===== config.mk =====
export PLATFORM = sky130hd
export DESIGN_NAME = obi_wb_bridge_mr
export DESIGN_NICKNAME = d
export VERILOG_FILES = /design/src/rtl/obi_wb_pkg.sv /design/src/rtl/obi_wb_region_dec.sv /design/src/rtl/obi_wb_bridge_mr.sv
export SDC_FILE = /design/constraint.sdc
export NUM_CORES = 1
export LEC_CHECK = 0
export ABC_AREA = 1
export ABC_CLOCK_PERIOD_IN_PS = 3810
export CAP_MARGIN = 20
export CORE_ASPECT_RATIO = 1.2
export CORE_MARGIN = 2
export CORE_UTILIZATION = 25
export CTS_CLUSTER_DIAMETER = 120
export DETAILED_ROUTE_END_ITERATION = 8
export GPL_TIMING_DRIVEN = 0
export PLACE_DENSITY = 0.55
export SLEW_MARGIN = 10
export SYNTH_ARGS = -nofsm -noshare
export SYNTH_HDL_FRONTEND = slang
export SYNTH_SLANG_ARGS = --single-unit
export TNS_END_PERCENT = 50

===== constraint.sdc =====
create_clock -name clk_i -period 3.81 [get_ports clk_i]
set_clock_uncertainty 0.05 [all_clocks]
set_input_delay 0.762 -clock clk_i [delete_from_list [all_inputs] [get_ports clk_i]]
set_output_delay 0.762 -clock clk_i [all_outputs]
set_load 0.05 [all_outputs]

===== src/rtl/obi_wb_pkg.sv =====
// Shared types and helpers for the multi-region OBI-to-Wishbone bridge.
package obi_wb_pkg;

  localparam int MAX_REGIONS  = 16;
  localparam int REGION_IDX_W = $clog2(MAX_REGIONS);

  typedef enum logic [1:0] {
    ST_IDLE = 2'd0,
    ST_BUS  = 2'd1,
    ST_RESP = 2'd2
  } state_e;

  // Why a transaction ended; anything but ERR_NONE raises obi_err_o.
  localparam logic [1:0] ERR_NONE     = 2'd0;
  localparam logic [1:0] ERR_UNMAPPED = 2'd1;
  localparam logic [1:0] ERR_SLAVE    = 2'd2;
  localparam logic [1:0] ERR_TIMEOUT  = 2'd3;

  function automatic logic [63:0] wb_translate(input logic [63:0] base,
                                               input logic [63:0] addr,
                                               input int          offset_w);
    logic [63:0] mask;
    mask = (64'd1 << offset_w) - 64'd1;
    return base | (addr & mask);
  endfunction

endpackage


===== src/rtl/obi_wb_region_dec.sv =====
// Region decoder: matches the upper address byte against the region table.
module obi_wb_region_dec
  import obi_wb_pkg::*;
#(
  parameter int                       NUM_REGIONS = 4,
  parameter logic [NUM_REGIONS*8-1:0] REGION_ID   = {8'hE, 8'hF, 8'h0, 8'h0}
) (
  input  logic [7:0]              id_i,
  output logic                    hit_o,
  output logic [REGION_IDX_W-1:0] idx_o
);

  // Region 0 occupies the most significant byte; scanning downward leaves
  // the lowest matching index in place.
  always_comb begin
    hit_o = 1'b0;
    idx_o = '0;
    for (int i = NUM_REGIONS - 1; i >= 0; i--) begin
      if (id_i == REGION_ID[(NUM_REGIONS-1-i)*8 +: 8]) begin
        hit_o = 1'b1;
        idx_o = REGION_IDX_W'(i);
      end
    end
  end

endmodule


===== src/rtl/obi_wb_bridge_mr.sv =====
// Multi-region OBI-to-Wishbone classic bridge, one outstanding transaction.
// Optional bus watchdog enabled by defining OBI_WB_BRIDGE_TIMEOUT_EN.
//
// state   | meaning
// IDLE    | waiting for a request, grant follows obi_req_i
// BUS     | Wishbone cycle in progress, waiting for ack/err (or timeout)
// RESP    | one-cycle OBI response with latched data and error
module obi_wb_bridge_mr
  import obi_wb_pkg::*;
#(
  parameter int                            ADDR_W         = 32,
  parameter int                            DATA_W         = 32,
  parameter int                            NUM_REGIONS    = 4,
  parameter int                            OFFSET_W       = 8,
  parameter logic [NUM_REGIONS*8-1:0]      REGION_ID      = {8'hE, 8'hF, 8'h0, 8'h0},
  parameter logic [NUM_REGIONS*ADDR_W-1:0] REGION_WB_BASE = {32'h4300, 32'h2300, 32'h0, 32'h0},
  parameter int                            TIMEOUT_CYCLES = 255
) (
  input  logic                clk_i,
  input  logic                rst_ni,
  input  logic                obi_req_i,
  output logic                obi_gnt_o,
  input  logic [ADDR_W-1:0]   obi_addr_i,
  input  logic                obi_wr_en_i,
  input  logic [DATA_W/8-1:0] obi_byte_en_i,
  input  logic [DATA_W-1:0]   obi_wdata_i,
  output logic                obi_rvalid_o,
  output logic [DATA_W-1:0]   obi_rdata_o,
  output logic                obi_err_o,
  output logic [ADDR_W-1:0]   wb_addr_o,
  output logic [DATA_W-1:0]   wb_wdata_o,
  output logic                wb_wr_en_o,
  output logic [DATA_W/8-1:0] wb_byte_en_o,
  output logic                wb_cyc_o,
  output logic                wb_stb_o,
  input  logic                wb_ack_i,
  input  logic                wb_err_i,
  input  logic [DATA_W-1:0]   wb_rdata_i
);

  localparam int BE_W = DATA_W / 8;

  if (NUM_REGIONS < 1 || NUM_REGIONS > MAX_REGIONS || TIMEOUT_CYCLES < 1) begin : g_param_check
    $error("obi_wb_bridge_mr: NUM_REGIONS or TIMEOUT_CYCLES out of range");
  end

  state_e                  state_q, state_d;
  logic [ADDR_W-1:0]       addr_q, addr_d;
  logic [DATA_W-1:0]       wdata_q, wdata_d;
  logic [DATA_W-1:0]       rdata_q, rdata_d;
  logic [BE_W-1:0]         be_q, be_d;
  logic                    we_q, we_d;
  logic [1:0]              err_q, err_d;
  logic                    hit;
  logic [REGION_IDX_W-1:0] region_idx;
  logic [ADDR_W-1:0]       region_base;

  obi_wb_region_dec #(
    .NUM_REGIONS (NUM_REGIONS),
    .REGION_ID   (REGION_ID)
  ) u_region_dec (
    .id_i  (obi_addr_i[ADDR_W-1 -: 8]),
    .hit_o (hit),
    .idx_o (region_idx)
  );

  always_comb begin
    region_base = '0;
    for (int i = 0; i < NUM_REGIONS; i++) begin
      if (region_idx == REGION_IDX_W'(i)) begin
        region_base = REGION_WB_BASE[(NUM_REGIONS-1-i)*ADDR_W +: ADDR_W];
      end
    end
  end

`ifdef OBI_WB_BRIDGE_TIMEOUT_EN
  localparam int TMO_W = $clog2(TIMEOUT_CYCLES + 1);
  logic [TMO_W-1:0] tmo_cnt_q, tmo_cnt_d;
`endif

  always_comb begin
    state_d = state_q;
    addr_d  = addr_q;
    wdata_d = wdata_q;
    rdata_d = rdata_q;
    be_d    = be_q;
    we_d    = we_q;
    err_d   = err_q;
`ifdef OBI_WB_BRIDGE_TIMEOUT_EN
    tmo_cnt_d = tmo_cnt_q;
`endif
    unique case (state_q)
      ST_IDLE: begin
`ifdef OBI_WB_BRIDGE_TIMEOUT_EN
        tmo_cnt_d = '0;
`endif
        if (obi_req_i) begin
          addr_d  = ADDR_W'(wb_translate(64'(region_base), 64'(obi_addr_i), OFFSET_W));
          wdata_d = obi_wdata_i;
          be_d    = obi_byte_en_i;
          we_d    = obi_wr_en_i;
          rdata_d = '0;
          if (hit) begin
            err_d   = ERR_NONE;
            state_d = ST_BUS;
          end else begin
            err_d   = ERR_UNMAPPED;
            state_d = ST_RESP;
          end
        end
      end
      ST_BUS: begin
        // Slave error takes priority over a simultaneous ack.
        if (wb_err_i) begin
          err_d   = ERR_SLAVE;
          rdata_d = '0;
          state_d = ST_RESP;
        end else if (wb_ack_i) begin
          err_d   = ERR_NONE;
          rdata_d = we_q ? '0 : wb_rdata_i;
          state_d = ST_RESP;
        end
`ifdef OBI_WB_BRIDGE_TIMEOUT_EN
        else if (tmo_cnt_q == TMO_W'(TIMEOUT_CYCLES - 1)) begin
          err_d   = ERR_TIMEOUT;
          rdata_d = '0;
          state_d = ST_RESP;
        end else begin
          tmo_cnt_d = tmo_cnt_q + 1'b1;
        end
`endif
      end
      ST_RESP: state_d = ST_IDLE;
      default: state_d = ST_IDLE;
    endcase
  end

  always_ff @(posedge clk_i or negedge rst_ni) begin
    if (!rst_ni) begin
      state_q   <= ST_IDLE;
      addr_q    <= '0;
      wdata_q   <= '0;
      rdata_q   <= '0;
      be_q      <= '0;
      we_q      <= 1'b0;
      err_q     <= ERR_NONE;
`ifdef OBI_WB_BRIDGE_TIMEOUT_EN
      tmo_cnt_q <= '0;
`endif
    end else begin
      state_q   <= state_d;
      addr_q    <= addr_d;
      wdata_q   <= wdata_d;
      rdata_q   <= rdata_d;
      be_q      <= be_d;
      we_q      <= we_d;
      err_q     <= err_d;
`ifdef OBI_WB_BRIDGE_TIMEOUT_EN
      tmo_cnt_q <= tmo_cnt_d;
`endif
    end
  end

  assign obi_gnt_o    = rst_ni && (state_q == ST_IDLE) && obi_req_i;
  assign obi_rvalid_o = (state_q == ST_RESP);
  assign obi_err_o    = (state_q == ST_RESP) && (err_q != ERR_NONE);
  assign obi_rdata_o  = rdata_q;
  assign wb_cyc_o     = (state_q == ST_BUS);
  assign wb_stb_o     = (state_q == ST_BUS);
  assign wb_addr_o    = addr_q;
  assign wb_wdata_o   = wdata_q;
  assign wb_wr_en_o   = we_q;
  assign wb_byte_en_o = be_q;

endmodule


==> impl_metrics.env, run 1 <==
export IMPL_grt_pass1_vias=3490
export IMPL_total_power_mw=2.659
export IMPL_final_hold_viol_count=0
export IMPL_cts_sinks=84
export IMPL_start_kind="input pin"
export IMPL_dpl_cell_area_um2=5833
export IMPL_drt_wirelength_per_cell_um=11.84
export IMPL_globalRouteOverflowTotal=0
export IMPL_nets=788
export IMPL_synthSimpleGateAreaFrac=0.3035
export IMPL_min_path_type="input pin to async pin"
export IMPL_power_leakage_nw=3.233
export IMPL_netlist_instances=476
export IMPL_grt_max_degree=44
export IMPL_fin_ws_ns=0.5243
export IMPL_placementRows=48
export IMPL_netlist_area_um2=3735
export IMPL_die_area_um2=15940
export IMPL_cellPowerDensity_nw_per_um2=433.0
export IMPL_ys_seq_area_frac=0.5628
export IMPL_cp_required_ns=3.00
export IMPL_crit_arrival_ns=2.47
export IMPL_critPathCaptureType="output pin"
export IMPL_rsz0062_at_grt="no"
export IMPL_period_needed_ns=3.286
export IMPL_grt_pass1_wl_mm=16.77
export IMPL_synth_warnings=0
export IMPL_drc=0
export IMPL_clock_path_buffers=2
export IMPL_synth_seq_cells=84
export IMPL_firstDrtPassIters=4
export IMPL_fin_crit_sh=0.8624
export IMPL_r2r_end="wb_byte_en_o[2]"
export IMPL_insertion_delay_ns=0.34
export IMPL_root_buffer="clkbuf_16"
export IMPL_r2r_cells=7
export IMPL_floorplan_initialDensity=0.2580
export IMPL_outcome="finished clean"
export IMPL_drtIter0Drc=125
export IMPL_core_area_um2=14470
export IMPL_dr_total_vias=3475
export IMPL_track_usage=0.1344
export IMPL_ant_nets=0
export IMPL_cts_buffers=9
export IMPL_critPathMaxFanout=10
export IMPL_ir_drop_v=0.0001977
export IMPL_synth_xor_area_frac=0
export IMPL_dp_hpwl_mm=8.012
export IMPL_r2r_start="state_q[0]"
export IMPL_synth_cell_types=19
export IMPL_synth_top_family_by_area="simple AND/OR/NAND/NOR gates"
export IMPL_ctsHoldBuffers=0
export IMPL_drv_cap=0
export IMPL_die_x_um=115.6
export IMPL_drive_above_1_share=0.08601
export IMPL_routed_wl_mm=10.49
export IMPL_r2r_slack_ns=2.28
export IMPL_yosys_mux_area_fraction=0
export IMPL_clk_pin_slew_ns=0.06
export IMPL_setup_violations=0
export IMPL_antenna_cells=0
export IMPL_stdcell_area_um2=6141
export IMPL_synth_compound_area_share=0.01072
export IMPL_slew_violations=0
export IMPL_max_freq_mhz=304.4
export IMPL_syn_to_final_growth_pct=64.42
export IMPL_synth_avg_cell_area_um2=7.846
export IMPL_pre_cts_slack_ns=0.09424
export IMPL_fillCellCount=1466
export IMPL_worst_pin_slew_ns=0.6020
export IMPL_htree_levels=3
export IMPL_max_slew_margin_rel=0.5987
export IMPL_antenna_found_initial=0
export IMPL_path_class="input pin to output pin"
export IMPL_routed_via_density=3.922
export IMPL_place_congestion=0.7367
export IMPL_portBuffers=175
export IMPL_yosys_area_share_adder=0
export IMPL_cts_tree="done"
export IMPL_die_y_um=137.9
export IMPL_ios=212
-- flip-flops by register name (all words and copies together) (netlist names) --
register	count
obi_rdata_o	32
wb_wdata_o	32
wb_addr_o	11
wb_byte_en_o	4
err_q	2
state_q	2
wb_wr_en_o	1
-- critical path, cell delays in order --
cell and delay [ns]:
clkdlybuf4s50_1 0.51, inv_1 0.06, nor2_2 0.24, inv_2 0.10
clkbuf_1 0.24, nor2_1 0.13, dlymetal6s2s_1 0.42
-- kinds of logic (layout without fill, tap and decap cells) --
family	count (synthesis)	after routing
other cells	1	20
simple gates	297	297
flops	84	84
buf+inv	88	279
compound gates	6	6
-- area by class of cell --
cell class	instances	area (um2)	area share
clock buffer	9	225.2	0.03667
tap	200	250.2	0.04075
multi-input combinational	323	1249	0.2033
buffer	41	279.0	0.04544
clock inverter	6	80.08	0.01304
sequential	84	2102	0.3423
timing repair buffer	176	1779	0.2897
inverter	47	176.4	0.02873
-- worst max path at each step --
stage                   start        end  slack [ns]  depth (start not counted)
finish              obi_req_i  obi_gnt_o        0.52                          7
CTS                 obi_req_i  obi_gnt_o        0.08                          7
global route        obi_req_i  obi_gnt_o        0.32                          7
floorplan           obi_req_i  obi_gnt_o        1.12                          5
detailed placement  obi_req_i  obi_gnt_o        0.09                          7
global placement       rst_ni  obi_gnt_o       -2.26                          4
-- layer usage --
layer | global-route usage | share of wire | vias up
met4 | 0.06426 | 0.021 | 0
met1 | 0.1566 | 0.41 | 1575
li1 | - | - | 1749
met5 | 0 | 0 | -
met3 | 0.04327 | 0.087 | 14
met2 | 0.2232 | 0.48 | 137
-- stage by stage --
step	instances	hold WS, ns	TNS, ns	utilization
final	886	0.3765	0	0.4243
after global routing	886	0.4122	0	0.4243
after CTS	886	0.3836	0	0.4241
after detailed placement	871	0.4086	0	0.4030
after global placement	870	0.4050	-108.66	0.4013
after floorplan	495	0.3926	0	-
-- cell usage in the layout, fill, tap and decap left out, drive strengths merged, types with 3 or more instances in the layout --
master,n
buf,37
conb,20
nand2,253
inv,47
o21ai,3
clkinv,4
nor2,41
dfrtp,84
clkdlybuf4s50,173
clkbuf,15
-- cell usage after synthesis --
library cell,count,area (um2)
nand3b_1,1,7.510
buf_2,7,35.03
nand2_2,1,6.260
dfrtp_1,84,2102
nor2_2,1,6.260
buf_6,3,33.78
o211ai_2,1,12.51
o21a_1,1,7.510
clkbuf_1,6,22.52
a21oi_1,1,5.000
o21ai_0,3,15.01
nand2_1,252,945.9
inv_1,44,165.2
buf_4,25,187.7
conb_1,1,3.750
nor2_1,39,146.4
nand3_1,2,10.01
nor2_4,1,11.26
inv_2,3,11.26
-- where the power goes --
part | switching [mW] | total [mW] | internal [mW]
clock network | 0.347 | 0.913 | 0.565
logic | 0.473 | 0.741 | 0.268
registers | 0.0403 | 1.01 | 0.965
total | 0.861 | 2.66 | 1.80
-- what timing repair did --
item	in CTS	in global routing
setup endpoints to repair	0	1
resized for setup	0	1
buffers inserted	0	0
No activity file was read; power rests on OpenSTA's default activity.
==> run 2, diff against run 1 <==
--- a/config.mk
+++ b/config.mk
@@ -13,7 +13,7 @@
 export CORE_UTILIZATION = 25
 export CTS_CLUSTER_DIAMETER = 120
 export DETAILED_ROUTE_END_ITERATION = 8
-export GPL_TIMING_DRIVEN = 0
+export GPL_TIMING_DRIVEN = 1
 export PLACE_DENSITY = 0.55
 export SLEW_MARGIN = 10
 export SYNTH_ARGS = -nofsm -noshare
==> impl_metrics.env, run 2 (synthesis results as in run 1) <==
export IMPL_cellPowerDensity_nw_per_um2=449.1
export IMPL_dp_hpwl_mm=7.249
export IMPL_htree_levels=3
export IMPL_dpl_cell_area_um2=5587
export IMPL_critPathCaptureType="output pin"
export IMPL_ios=212
export IMPL_drive_above_1_share=0.04615
export IMPL_power_leakage_nw=3.050
export IMPL_outcome="finished clean"
export IMPL_clockPowerShare=0.352
export IMPL_nets=752
export IMPL_final_cell_mix="252 x nand2_1, 173 x clkdlybuf4s50_1, 84 x dfrtp_1"
export IMPL_dr_total_vias=3356
export IMPL_ir_drop_v=0.0002211
export IMPL_antenna_cells=0
export IMPL_start_kind="flop"
export IMPL_grt_use_met3=0.05201
export IMPL_ant_nets=0
export IMPL_tns_ns=0
export IMPL_path_class="flop to output pin"
export IMPL_track_usage=0.1314
export IMPL_min_path_type="flop to flop"
export IMPL_final_core_util=0.4077
export IMPL_root_buffer="clkbuf_16"
export IMPL_worst_pin_slew_ns=0.5687
export IMPL_busiest_layer="met2"
export IMPL_use_met1=0.1522
export IMPL_clk_pin_slew_ns=0.06
export IMPL_final_common_cell="nand2_1"
export IMPL_antenna_found_initial=0
export IMPL_die_x_um=115.6
export IMPL_drt_wirelength_per_cell_um=11.91
export IMPL_core_area_um2=14470
export IMPL_p_sw_mw=0.8698
export IMPL_drv_cap=0
export IMPL_routed_wl_mm=10.13
export IMPL_cts_buffers=9
export IMPL_worstHoldPathCells=2
export IMPL_comb_power_share=0.269
export IMPL_cts_tree="done"
export IMPL_max_slew_margin_rel=0.6209
export IMPL_setup_violations=0
export IMPL_intPower_mw=1.780
export IMPL_globalRouteOverflowTotal=0
export IMPL_postCtsSetupBuffers=0
export IMPL_grt_pass1_vias=3427
export IMPL_max_freq_mhz=361.3
export IMPL_pwr_share_seq=0.379
export IMPL_drtIter0Drc=158
export IMPL_routed_via_density=3.948
export IMPL_clock_path_buffers=2
export IMPL_pre_cts_slack_ns=1.065
export IMPL_fin_worst_hold_slack_ns=0.4222
export IMPL_portBuffers=175
export IMPL_ctsHoldBuffers=0
export IMPL_grt_max_degree=50
export IMPL_place_congestion=0.7379
export IMPL_floorplan_initialDensity=0.2580
export IMPL_die_y_um=137.9
export IMPL_syn_to_final_growth_pct=57.99
export IMPL_use_met2=0.2122
export IMPL_stdcell_area_um2=5901
export IMPL_critPathMaxFanout=3
export IMPL_period_needed_ns=2.768
export IMPL_firstDrtPassIters=4
export IMPL_drc=0
export IMPL_r2r_cells=6
export IMPL_die_area_um2=15940
export IMPL_cts_sinks=84
export IMPL_swShare=0.3282
export IMPL_final_hold_viol_count=0
export IMPL_cp_required_ns=3.00
export IMPL_cts_resized=0
export IMPL_placementRows=48
export IMPL_insertion_delay_ns=0.34
export IMPL_grt_pass1_wl_mm=16.35
export IMPL_rsz0062_at_grt="no"
export IMPL_fin_ws_ns=1.042
export IMPL_fin_crit_sh=0.7265
export IMPL_slew_violations=0
export IMPL_crit_arrival_ns=1.96
[run 2: cell types whose count changed in the layout (fill, tap and decap cells not counted), moves of 2 or more]
cell / previous run / this run
clkinvlp_4: 0 / 2
buf_6: 3 / 0
buf_2: 7 / 0
clkbuf_1: 6 / 0
buf_4: 26 / 7
clkinv_2: 4 / 1
[run 2: path summary, 6_finish.rpt]
path | end | slack (ns) | from
worst min-delay path | wb_wdata_o[3] | 0.42 | wb_wdata_o[3]
min in group asynchronous | wb_wr_en_o | 0.47 | rst_ni
worst max-delay path | obi_err_o | 1.04 | state_q[1]
max in group asynchronous | wb_wdata_o[14] | 2.26 | rst_ni
worst max register to register | wb_wdata_o[10] | 2.33 | state_q[1]
worst min register to register | wb_wdata_o[3] | 0.42 | wb_wdata_o[3]
[run 2: final cells by class]
type                       instances  area (um2)
fill                            1475        8573
sequential                        84        2102
timing repair buffer             181        1804
multi-input combinational        323        1254
tap                              200       250.2
clock buffer                       9       225.2
inverter                          47       176.4
clock inverter                     6       88.84
[run 2: per-layer routing]
metal / routed length, um / up-vias
met5: 0 / -
met4: 208 / 0
met3: 1067 / 13
met2: 4715 / 134
met1: 4134 / 1529
li1: - / 1680
[run 2: power groups by stage]
stage | Combinational (mW) | Sequential, mW | Clock, mW
6_report | 0.712 | 1.01 | 0.933
5_1_grt | 0.758 | 1.02 | 1.01
4_1_cts | 0.722 | 1.01 | 0.969
3_5_place_dp | 0.720 | 1.02 | 0
3_3_place_gp | 0.716 | 1.02 | 0
2_1_floorplan | 0.189 | 1.27 | 0
[run 2: worst max-delay path, stage by stage, from the launching register on]
cell             delay (ns)
dfrtp_1                0.39
inv_1                  0.09
nor2_1                 0.17
o21a_1                 0.16
clkdlybuf4s50_1        0.81
[run 2: stage by stage]
stage               instances  total power [mW]
floorplan                 495             1.458
global placement          835             1.734
detailed placement        835             1.740
CTS                       850             2.698
global route              850             2.782
finish                    850             2.650
